===== config.mk =====
export PLATFORM = sky130hd
export DESIGN_NAME = edge_detector_mc
export DESIGN_NICKNAME = d
export VERILOG_FILES = /design/src/rtl/edge_detector_pkg.sv /design/src/rtl/edge_filter_ch.sv /design/src/rtl/edge_detector_mc.sv
export SDC_FILE = /design/constraint.sdc
export NUM_CORES = 1
export LEC_CHECK = 0
export CAP_MARGIN = 20
export CORE_UTILIZATION = 48
export CTS_CLUSTER_DIAMETER = 150
export DETAILED_ROUTE_END_ITERATION = 10
export GPL_ROUTABILITY_DRIVEN = 0
export PLACE_DENSITY = 0.91
export SLEW_MARGIN = 20
export SYNTH_ARGS = -nofsm -noshare
export SYNTH_HDL_FRONTEND = slang
export SYNTH_SLANG_ARGS = --single-unit

===== constraint.sdc =====
create_clock -name clk_i -period 1.71 [get_ports clk_i]
set_input_delay 0.2565 -clock clk_i [delete_from_list [all_inputs] [get_ports clk_i]]
set_output_delay 0.2565 -clock clk_i [all_outputs]
set_load 0.01 [all_outputs]

===== src/rtl/edge_detector_pkg.sv =====
// Shared types for the multi-channel edge detector: edge qualification modes
// and the helper that decides whether a filtered edge sets a pending flag.
package edge_detector_pkg;

   typedef enum logic [1:0] {
      EDGE_OFF  = 2'd0,
      EDGE_RISE = 2'd1,
      EDGE_FALL = 2'd2,
      EDGE_BOTH = 2'd3
   } edge_mode_e;

   function automatic logic edge_qualifies(input edge_mode_e mode,
                                           input logic       rise,
                                           input logic       fall);
      logic q;
      case (mode)
         EDGE_OFF:  q = 1'b0;
         EDGE_RISE: q = rise;
         EDGE_FALL: q = fall;
         EDGE_BOTH: q = rise | fall;
         default:   q = 1'b0;
      endcase
      return q;
   endfunction

endpackage


===== src/rtl/edge_filter_ch.sv =====
// One channel: synchroniser chain, stability filter and registered edge pulses.
// rise_nxt_o/fall_nxt_o flag the edge one cycle early so pending logic lines up with the pulse.
module edge_filter_ch #(
   parameter int unsigned SYNC_STAGES = 2,
   parameter int unsigned FILT_W      = 4
) (
   input  logic              clk_i,
   input  logic              arst_ni,
   input  logic              sig_i,
   input  logic [FILT_W-1:0] filt_len_i,
   output logic              level_o,
   output logic              rise_o,
   output logic              fall_o,
   output logic              rise_nxt_o,
   output logic              fall_nxt_o
);

   logic              s_s;
   logic              lvl_r;
   logic              lvl_nxt_s;
   logic [FILT_W-1:0] cnt_r;
   logic [FILT_W-1:0] cnt_nxt_s;
   logic              commit_s;
   logic              rise_r;
   logic              fall_r;

   generate
      if (SYNC_STAGES == 0) begin : g_nosync
         assign s_s = sig_i;
      end else begin : g_sync
         logic [SYNC_STAGES-1:0] sync_r;

         // Synchroniser shift chain
         always_ff @(posedge clk_i or negedge arst_ni) begin
            if (!arst_ni) begin
               sync_r <= {SYNC_STAGES{1'b0}};
            end else begin
               sync_r[0] <= sig_i;
               for (int i = 1; i < int'(SYNC_STAGES); i++) begin
                  sync_r[i] <= sync_r[i-1];
               end
            end
         end

         assign s_s = sync_r[SYNC_STAGES-1];
      end
   endgenerate

   // Filter next state: commit only after filt_len_i+1 consecutive mismatches
   always_comb begin
      lvl_nxt_s = lvl_r;
      cnt_nxt_s = cnt_r;
      commit_s  = 1'b0;
      if (s_s == lvl_r) begin
         cnt_nxt_s = {FILT_W{1'b0}};
      end else if (cnt_r >= filt_len_i) begin
         commit_s  = 1'b1;
         lvl_nxt_s = s_s;
         cnt_nxt_s = {FILT_W{1'b0}};
      end else begin
         cnt_nxt_s = cnt_r + FILT_W'(1);
      end
   end

   assign rise_nxt_o = commit_s & s_s;
   assign fall_nxt_o = commit_s & ~s_s;

   // Filter state and pulse registers
   always_ff @(posedge clk_i or negedge arst_ni) begin
      if (!arst_ni) begin
         lvl_r  <= 1'b0;
         cnt_r  <= {FILT_W{1'b0}};
         rise_r <= 1'b0;
         fall_r <= 1'b0;
      end else begin
         lvl_r  <= lvl_nxt_s;
         cnt_r  <= cnt_nxt_s;
         rise_r <= rise_nxt_o;
         fall_r <= fall_nxt_o;
      end
   end

   assign level_o = lvl_r;
   assign rise_o  = rise_r;
   assign fall_o  = fall_r;

endmodule


===== src/rtl/edge_detector_mc.sv =====
// Multi-channel edge detector: per-channel filters, sticky pending flags and irq.
// Optional saturating edge counters are built when EDGE_DET_COUNT_EN is defined.
module edge_detector_mc
   import edge_detector_pkg::*;
#(
   parameter int unsigned NUM_CH      = 8,
   parameter int unsigned SYNC_STAGES = 2,
   parameter int unsigned FILT_W      = 4,
   parameter int unsigned CNT_W       = 8
) (
   input  logic                    clk_i,
   input  logic                    arst_ni,
   input  logic [NUM_CH-1:0]       signal_i,
   input  logic [FILT_W-1:0]       filt_len_i,
   input  logic [2*NUM_CH-1:0]     mode_i,
   input  logic [NUM_CH-1:0]       clear_i,
   output logic [NUM_CH-1:0]       level_o,
   output logic [NUM_CH-1:0]       rising_edge_o,
   output logic [NUM_CH-1:0]       falling_edge_o,
   output logic [NUM_CH-1:0]       pending_o,
   output logic                    irq_o,
   output logic [NUM_CH*CNT_W-1:0] count_o
);

   logic [NUM_CH-1:0] rise_nxt_s;
   logic [NUM_CH-1:0] fall_nxt_s;
   logic [NUM_CH-1:0] qual_s;
   logic [NUM_CH-1:0] pending_r;

   for (genvar n = 0; n < int'(NUM_CH); n++) begin : g_ch
      edge_filter_ch #(
         .SYNC_STAGES (SYNC_STAGES),
         .FILT_W      (FILT_W)
      ) u_filt (
         .clk_i      (clk_i),
         .arst_ni    (arst_ni),
         .sig_i      (signal_i[n]),
         .filt_len_i (filt_len_i),
         .level_o    (level_o[n]),
         .rise_o     (rising_edge_o[n]),
         .fall_o     (falling_edge_o[n]),
         .rise_nxt_o (rise_nxt_s[n]),
         .fall_nxt_o (fall_nxt_s[n])
      );
   end

   // Edge qualification against each channel's mode
   always_comb begin
      qual_s = {NUM_CH{1'b0}};
      for (int n = 0; n < int'(NUM_CH); n++) begin
         qual_s[n] = edge_qualifies(edge_mode_e'(mode_i[2*n +: 2]), rise_nxt_s[n], fall_nxt_s[n]);
      end
   end

   // Sticky pending flags; a new event beats a simultaneous clear
   always_ff @(posedge clk_i or negedge arst_ni) begin
      if (!arst_ni) begin
         pending_r <= {NUM_CH{1'b0}};
      end else begin
         pending_r <= qual_s | (pending_r & ~clear_i);
      end
   end

   assign pending_o = pending_r;
   assign irq_o     = |pending_r;

`ifdef EDGE_DET_COUNT_EN
   logic [NUM_CH*CNT_W-1:0] count_r;

   // Saturating per-channel event counters
   always_ff @(posedge clk_i or negedge arst_ni) begin
      if (!arst_ni) begin
         count_r <= {(NUM_CH*CNT_W){1'b0}};
      end else begin
         for (int n = 0; n < int'(NUM_CH); n++) begin
            if (clear_i[n]) begin
               count_r[n*CNT_W +: CNT_W] <= qual_s[n] ? CNT_W'(1) : {CNT_W{1'b0}};
            end else if (qual_s[n] && (count_r[n*CNT_W +: CNT_W] != {CNT_W{1'b1}})) begin
               count_r[n*CNT_W +: CNT_W] <= count_r[n*CNT_W +: CNT_W] + CNT_W'(1);
            end else begin
               count_r[n*CNT_W +: CNT_W] <= count_r[n*CNT_W +: CNT_W];
            end
         end
      end
   end

   assign count_o = count_r;
`else
   assign count_o = {(NUM_CH*CNT_W){1'b0}};
`endif

endmodule


Word-level counts from Yosys, hierarchy flattened. Index checks and enable logic that the tools add are counted. W data, S select, Z words.

Add/subtract/negate cells: 8. $mul: 0. Divide/modulo/power cells: 0. Order comparisons: 8. Equal/unequal tests: 32. Shifts and indexed selects: 0. Multiplexer cells: 40. Bitwise logic cells: 43. Reduce and logical (&&, ||, !) cells: 17.

Operator list (count): $mux W4 (16); $add A4 B1 Y4 const B (8); $eq A2 B2 Y1 const B (16); $ge A4 B4 Y1 (8); $pmux W1 S4 (8); $and A1 B1 Y1 (16); $eq A2 B1 Y1 const B (8); $logic_not A2 Y1 (8); $mux W1 (16); $not A1 Y1 (16); $reduce_and A2 Y1 (8); $and A8 B8 Y8 (1); $eq A1 B1 Y1 (8); $not A8 Y8 (1); $or A1 B1 Y1 (8); $or A8 B8 Y8 (1); $reduce_or A8 Y1 (1).

Bits in registers: 80. Latch bits: 0. RAM bits: 0. ROM bits: 0. Bits of input ports: 38. Output and inout bits: 97. Logic and storage cells: 189. Memories kept: 0.

Longest topological paths before layout. Gate-level depths: netlist (run 1).

Word-level depth: 7. Mapped depth: 6. Depth with buffers taken out: 6.

Modules after synthesis. Synthesis (run 1) repeated with hierarchy kept, for this count alone.

Cells, all modules: 380. Area total of the unflattened synthesis: 4414.2 um2.

Modules (own cells, without submodules): edge_filter_ch (instances 8, cells each 35, area an instance 447.9 um2); edge_detector_mc (instances 1, cells each 100, area an instance 830.8 um2).

Worst setup path after synthesis (run 1). Ideal clock, no wire load.

Path kind: flip-flop to flip-flop. Start point: register g_ch[1].u_filt.cnt_r[0]. End point: register g_ch[1].u_filt.cnt_r[1]. Arrival: 1485 ps. Required time: 1644 ps. Path slack: 159 ps. Cell stages (with the launch flop): 7. Clock period less this slack: 1551 ps. Cell sequence: dfrtp_1 > inv_1 > ha_1 > nand2b_4 > a2111oi_4 > or2_4 > and3_1.

Word-level cells in the longest chain between the ends: 3. Elaborated cells between the ends (all ways): 4.

Ends and longest elaborated chain: start, declared (line edge_filter_ch.sv:21) `logic [FILT_W-1:0] cnt_r;`; start signal, assigned (line edge_filter_ch.sv:72) `cnt_r <= {FILT_W{1'b0}};`; start signal, assigned (line edge_filter_ch.sv:77) `cnt_r <= cnt_nxt_s;`; $add A4 B1 Y4 or $ge A4 B4 Y1 (tied branches) (line edge_filter_ch.sv:61, edge_filter_ch.sv:56); $mux W4 * (line edge_filter_ch.sv:56) `end else if (cnt_r >= filt_len_i) begin`; $mux W4 * (line edge_filter_ch.sv:54) `if (s_s == lvl_r) begin`; named net g_ch[1].u_filt.cnt_nxt_s[1] (line edge_filter_ch.sv:22) `logic [FILT_W-1:0] cnt_nxt_s;`.

Mark *: on every way through the listed nets, which the timed path passes. The rest lies on a longest branch. A chain may end at the register's enable or synchronous reset.

Worst setup path in the final report (run 1).
Start point: input filt_len_i[2]. End point: register g_ch[3].u_filt.cnt_r[1].

Word-level cells in the longest chain between the ends: 3.

Ends and longest elaborated chain: start, declared (line edge_detector_mc.sv:14) `input logic [FILT_W-1:0] filt_len_i,`; $ge A4 B4 Y1 (line edge_filter_ch.sv:56); $mux W4 (line edge_filter_ch.sv:56); $mux W4 (line edge_filter_ch.sv:54); named net g_ch[3].u_filt.cnt_nxt_s[1] (line edge_filter_ch.sv:22); end signal, assigned (line edge_filter_ch.sv:72); end signal, assigned (line edge_filter_ch.sv:77); end, declared (line edge_filter_ch.sv:21).

The timed path passes the listed nets, and every way through them passes these cells.

==> impl_metrics.csv, run 1 <==
group,metric,value,unit
synth,async_reset_ff_share,100,%
sta,final.period_utilization,102,%
cts,root_buffer,"clkbuf_8",
status,violations,"negative setup slack",
global_routing,grt.overflow.total,0,
drt,vias_per_cell,4.78,
synth,yosys_warnings,0,
setup_path,r2r-start,"g_ch[0].u_filt.cnt_r[0]",
drt,ant_nets,0,
synth,synth_xor_area_share,4.62,%
synth,synthTopCellsByArea,"dfrtp_1, buf_4, ha_1",
global_routing,antenna_found_initial,0,
final_layout,insertedDiodeCount,0,
setup_path,arrival,2.04,ns
setup_path,critical_path_peak_fanout,8,
run,maxCapViolations,0,
setup_path,ff2ff_path_depth,6,
global_routing,grt_pass1_vias,2750,
setup_path,crit_path_start_kind,"input pin",
synth,yosysMostFrequentCell,"buf_4",
final_layout,drive_gt1_share,18.5,%
place,dp.final_hpwl,5.65,mm
final_layout,seq_area,2010,sq um
drt,wl,8.27,mm
global_routing,grt_pass1_wl,12.6,mm
synth,yosysTopAreaCellShare,44.0,%
floorplan,initial_core_util,49.4,%
synth,synth_fa_ha_area_share,11.0,%
final_layout,area_growth,22.0,%
sta,setup_violations,4,
power_and_ir_drop,p_per_area,1220,nW/um^2
setup_path,cp_slowest_cell,"clkdlybuf4s50_1",
sta,fmax,574,MHz
drt,drc,0,
synth,synth-simple-area-share,12.5,%
power_and_ir_drop,leakagePower,0.00256,uW
floorplan,die_y,99.3,microns
final_layout,nets,564,
setup_path,crit_required,2.00,ns
floorplan,die_x,99.3,microns
setup_path,critPathLaunch,"filt_len_i[2]",
power_and_ir_drop,sw_frac_of_total,34.1,%
min_path,hold_class,"in2reg",
synth,synth_sequential_area_ratio,44.0,%
power_and_ir_drop,share_comb_of_total_power,40.4,%
synth,synth_flop_cell,"dfrtp_1",
sta,finalHoldViolations,0,
setup_path,worst_setup_path_end_kind,"flop",
final_layout,multi_input_area,2230,sq um
synth,synth_mux_area_share,0,%
power_and_ir_drop,total_power,6750,uW
synth,synth_compound_area_share,11.0,%
floorplan,rows,35,
final_layout,fillers,707,
synth,synth_area,4550,sq um
synth,synth_top_family_by_area,"buffers and inverters",
setup_path,critPathCapture,"g_ch[3].u_filt.cnt_r[1]",
cts,cts_buffers,9,
cts,clock_latency,0.35,ns
global_routing,grt_max_degree,50,
sta,fin_crit,1.74,ns
cts,ctsLongestPathBuffers,2,
floorplan,dieArea,9860,sq um
power_and_ir_drop,intPower,4450,uW
cts,cts_tree,"built",
drt,dr.pass1.iters,4,
synth,synth.avg_cell_area,11.0,sq um
synth,synth_edf_count,0,
global_routing,grt_use_total,16.4,%
synth,ys_types,22,
setup_path,r2r-end,"pending_o[0]",
setup_path,max_stage_delay,0.50,ns
setup_path,r2r_slack,0.04,ns
synth,synth.top_cells.by_count,"buf_4, dfrtp_1, ha_1, nor2_1, inv_1",
sta,setup_slack,-0.0329,ns
setup_path,path_class,"in2reg",
synth,synth-seq-cells,80,
power_and_ir_drop,seqPwrFrac,39.4,%
cts,clkSlewWorstSetupHoldPaths,0.08,ns
floorplan,core-area,9200,sq um
power_and_ir_drop,power.switching,2310,uW
drt,dr_total_vias,2878,
min_path,worstHoldPathCells,1,
cts,cts_max_level,3,
sta,slew_viol_final,0,
place,dpl_worst_slack,-0.402,ns
floorplan,io_pins,135,
power_and_ir_drop,vdd_drop_max,0.000772,V
place,io_buffers,70,
setup_path,crit_chain,"clkdlybuf4s50_1, clkinvlp_4, buf_12, ha_1, o21a_1, nor2_1, or2_4, and3_1",
drt,routedWlPerCell,13.7,microns
synth,post-synth-top-area-cell,"dfrtp_1",
synth,syn_inst,415,
drt,drt_iter0_markers,32,
sta,fin_worst_skew,0.00728,ns
power_and_ir_drop,p_clk_share,20.2,%
status,status,"finished with violations",
cts,cts.sinks,80,
sta,rsz0062_at_grt,"yes",
[layer usage]
layer	up-vias	wire [microns]	track usage, %
met3	11	510	5.55
met1	1382	3370	19.0
met5	-	0	0
met4	0	125	4.75
met2	96	4270	29.0
li1	1389	-	-
[state kept, by name, indices dropped and copies added (netlist names)]
name,count
g_ch.u_filt.fall_o,8
g_ch.u_filt.level_o,8
g_ch.u_filt.rise_o,8
g_ch.u_filt.g_sync.sync_r,16
pending_o,8
g_ch.u_filt.cnt_r,32
[cell type report]
| cell class | instances | area share, % |
|---|---|---|
| Sequential cell | 80 | 36.2 |
| Clock inverter | 5 | 1.04 |
| Inverter | 27 | 2.03 |
| Tap cell | 111 | 2.50 |
| Multi-Input combinational cell | 283 | 40.1 |
| Timing Repair Buffer | 85 | 15.7 |
| Clock buffer | 11 | 2.37 |
[kinds of logic (layout without fill, tap and decap cells)]
kind of cell	count (synthesis)	count (layout)
AND/OR/NAND/NOR	99	99
AO/OA/AOI/OAI	56	56
buffers and inverters	115	128
other	1	64
flip-flops	80	80
XOR/XNOR	24	24
adder cells (fa/ha/maj)	40	40
[metrics by stage]
step,setup TNS (ns),hold slack (ns),utilization (%),instances,cell area (sq um)
3_3_place_gp,-20.99,0.216,54.3,574,4990
2_1_floorplan,0,-0.0391,-,478,4780
3_5_place_dp,-23.10,0.222,54.3,574,4990
5_1_grt,-0.672,0.315,60.3,602,5550
6_report,-0.0768,0.335,60.3,602,5550
4_1_cts,-0.0151,0.313,56.5,591,5200
[cells in the final DEF, fill, tap and decap left out, types with 8 or more instances in the layout]
master            n
dfrtp_1          74
clkdlybuf4s50_1  65
conb_1           64
nor2_1           36
ha_1             25
inv_1            24
xor2_1           16
o21ai_0          14
ha_4             12
buf_4            10
clkbuf_8          9
nand2b_4          8
a2111oi_4         8
o21a_1            8
xnor2_1           8
or2_4             8
nand2_1           8
a31oi_1           8
o22ai_1           8
nand3_1           8
[critical path, delay by kind of cell]
family,cells,cell delay (ns)
adders and majority gates,1,0.31
buffers and inverters,3,0.76
and+or+nand+nor,3,0.50
AOI/OAI and AO/OA,1,0.19
[worst min path at each step]
stage,startpoint,endpoint,slack (ns)
5_1_grt,signal_i[6],g_ch[6].u_filt.g_sync.sync_r[0],0.32
2_1_floorplan,arst_ni,g_ch[0].u_filt.cnt_r[0],-0.04
6_report,signal_i[2],g_ch[2].u_filt.g_sync.sync_r[0],0.33
4_1_cts,signal_i[6],g_ch[6].u_filt.g_sync.sync_r[0],0.31
3_3_place_gp,arst_ni,g_ch[5].u_filt.g_sync.sync_r[0],0.22
3_5_place_dp,arst_ni,g_ch[5].u_filt.g_sync.sync_r[0],0.22
[power by group through the flow]
stage / clock network, uW / logic, uW / registers [uW]
after floorplan: 0 / 1850 / 2590
after global placement: 0 / 2240 / 2650
after detailed placement: 0 / 2340 / 2670
after CTS: 1420 / 2350 / 2640
after global routing: 1500 / 3010 / 2730
final: 1370 / 2720 / 2660
[repair_timing]
| action | 4_1_cts | 5_1_grt |
|---|---|---|
| hold endpoints to repair | 31 | 0 |
| gates resized for setup | 7 | 44 |
| buffers inserted | 0 | 11 |
| endpoints found under the setup margin | 29 | 68 |
| pin swaps | 5 | 15 |
| hold buffers | 1 | 0 |
No activity file was read; power rests on OpenSTA's default activity.
==> inputs of run 2 (changes only) <==
- CORE_UTILIZATION: 48 -> 45
- PLACE_DENSITY: 0.91 -> 0.87
==> impl_metrics.csv, run 2 (synthesis results as in run 1) <==
group,metric,value,unit
floorplan,die_y,103,microns
power_and_ir_drop,p_per_area,1240,nW/um^2
cts,root_buffer,"clkbuf_8",
place,place_area,5040,sq um
setup_path,critPathTopFamily,"flip-flops",
cts,clkSlewWorstSetupHoldPaths,0.08,ns
setup_path,crit_required,1.45,ns
power_and_ir_drop,power.switching,2240,uW
setup_path,crit_path_start_kind,"flop",
place,io_buffers,70,
setup_path,crit_buf_inv,2,
power_and_ir_drop,share_comb_of_total_power,38.0,%
run,maxCapViolations,0,
drt,vias_per_cell,4.56,
drt,wl,7.74,mm
floorplan,io_pins,135,
floorplan,die_x,103,microns
cts,cts_max_level,3,
global_routing,antenna_found_initial,0,
final_layout,stdcell_area,5560,sq um
floorplan,initial_core_util,46.5,%
floorplan,dieArea,10500,sq um
final_layout,multi_input_area,2190,sq um
final_layout,mostFrequentLayoutCells,"dfrtp_1, conb_1, clkdlybuf4s50_1",
floorplan,rows,36,
final_layout,fin_cells,624,
place,dp.final_hpwl,5.67,mm
final_layout,nets,564,
sta,final.period_utilization,104,%
setup_path,critical_path_peak_fanout,3,
final_layout,drive_gt1_share,16.9,%
sta,rsz0062_at_grt,"yes",
cts,ctsLongestPathBuffers,2,
sta,fin_worst_skew,0.00774,ns
cts,cts_tree,"built",
min_path,hold_class,"in2reg",
final_layout,fillers,822,
setup_path,cp_slowest_cell,"dfrtp_1",
global_routing,grt_pass1_wl,12.5,mm
power_and_ir_drop,p_clk_share,23.3,%
drt,routedWlPerCell,12.4,microns
global_routing,grt_pass1_vias,2699,
setup_path,worst_setup_path_end_kind,"output port",
power_and_ir_drop,intPower,4680,uW
power_and_ir_drop,seqPwrFrac,38.6,%
final_layout,seq_area,2010,sq um
cts,cts.sinks,80,
power_and_ir_drop,leakagePower,0.00261,uW
status,violations,"negative setup slack",
drt,drc,0,
sta,fin_crit,1.77,ns
power_and_ir_drop,vdd_drop_max,0.000875,V
place,dp.cells,599,
cts,cts_buffers,9,
sta,finalHoldViolations,0,
floorplan,core-area,9770,sq um
setup_path,arrival,1.51,ns
power_and_ir_drop,total_power,6920,uW
final_layout,reg_top3,"g_ch.u_filt.cnt_r x32, g_ch.u_filt.g_sync.sync_r x16",
drt,ant_nets,0,
drt,dr.pass1.iters,4,
global_routing,grt_max_degree,37,
setup_path,path_class,"reg2out",
cts,clock_latency,0.35,ns
sta,hold_ws,0.338,ns
status,status,"finished with violations",
sta,setup_slack,-0.0606,ns
global_routing,grt_use_total,15.7,%
sta,fmax,565,MHz
sta,slew_viol_final,0,
drt,drt_iter0_markers,33,
final_layout,mostFrequentLayoutCell,"dfrtp_1",
final_layout,largest_reg_flops,32,
final_layout,area_growth,22.4,%
setup_path,max_stage_delay,0.44,ns
drt,dr_total_vias,2843,
power_and_ir_drop,sw_frac_of_total,32.4,%
final_layout,largest-register,"g_ch.u_filt.cnt_r",
sta,setup_violations,1,
setup_path,crit_chain,"nor4_4, buf_4, nand2_2, buf_6",
global_routing,grt.overflow.total,0,
final_layout,insertedDiodeCount,0,
## run 2: changes by cell type in the layout (fill, tap and decap cells not counted), sizes merged
cell,previous run,this run
clkdlybuf4s50,65,61
dlygate4sd2,1,4
bufinv,1,2
clkbuf,11,12
clkinv,1,0
clkinvlp,6,5
dlymetal6s2s,2,3
## run 2: power groups by stage
stage               sequential (uW)  combinational, uW  clock, uW
floorplan                      2590               1850          0
global placement               2650               2270          0
detailed placement             2680               2350          0
CTS                            2670               2480       1670
global route                   2740               2930       1740
finish                         2670               2630       1610
## run 2: per-stage QoR
| step | worst slack, ns | util, % | TNS [ns] |
|---|---|---|---|
| 4_1_cts | -0.0651 | 55.7 | -0.0651 |
| 3_3_place_gp | -0.387 | 51.6 | -21.55 |
| 5_1_grt | -0.120 | 56.9 | -0.289 |
| 2_1_floorplan | 0.159 | - | 0 |
| 6_report | -0.0606 | 56.9 | -0.0606 |
| 3_5_place_dp | -0.432 | 51.6 | -23.99 |
## run 2: worst paths after layout
path	startpoint	endpoint	slack [ns]	cells after the start
setup / recovery	pending_o[2]	irq_o	-0.06	4
hold / removal	signal_i[5]	g_ch[5].u_filt.g_sync.sync_r[0]	0.34	1
setup reg to reg	g_ch[6].u_filt.cnt_r[0]	g_ch[6].u_filt.level_o	0.04	6
hold reg to reg	g_ch[7].u_filt.g_sync.sync_r[0]	g_ch[7].u_filt.g_sync.sync_r[1]	0.34	0
max in group asynchronous	arst_ni	g_ch[2].u_filt.level_o	0.77	3
min in group asynchronous	arst_ni	g_ch[5].u_filt.g_sync.sync_r[0]	0.39	2
## run 2: layout make-up
type	instances	area share [%]
Multi-Input combinational cell	283	39.3
Inverter	27	2.02
Timing Repair Buffer	85	15.2
Sequential cell	80	36.1
Clock inverter	4	1.35
Tap cell	133	2.99
Clock buffer	12	2.97
## run 2: timing repair
action                     in CTS  in global routing
hold buffers                    1                  0
pin swaps                      16                  8
hold endpoints to repair       32                  0
gates resized for setup        22                 22
setup endpoints to repair      27                 40
buffers inserted                2                  6
## run 2: per-layer routing
metal	wire, microns	track usage (%)	vias to the layer above
li1	-	-	1393
met1	3370	18.6	1356
met2	3900	27.6	87
met3	392	4.14	7
met4	69	5.27	0
met5	0	0	-
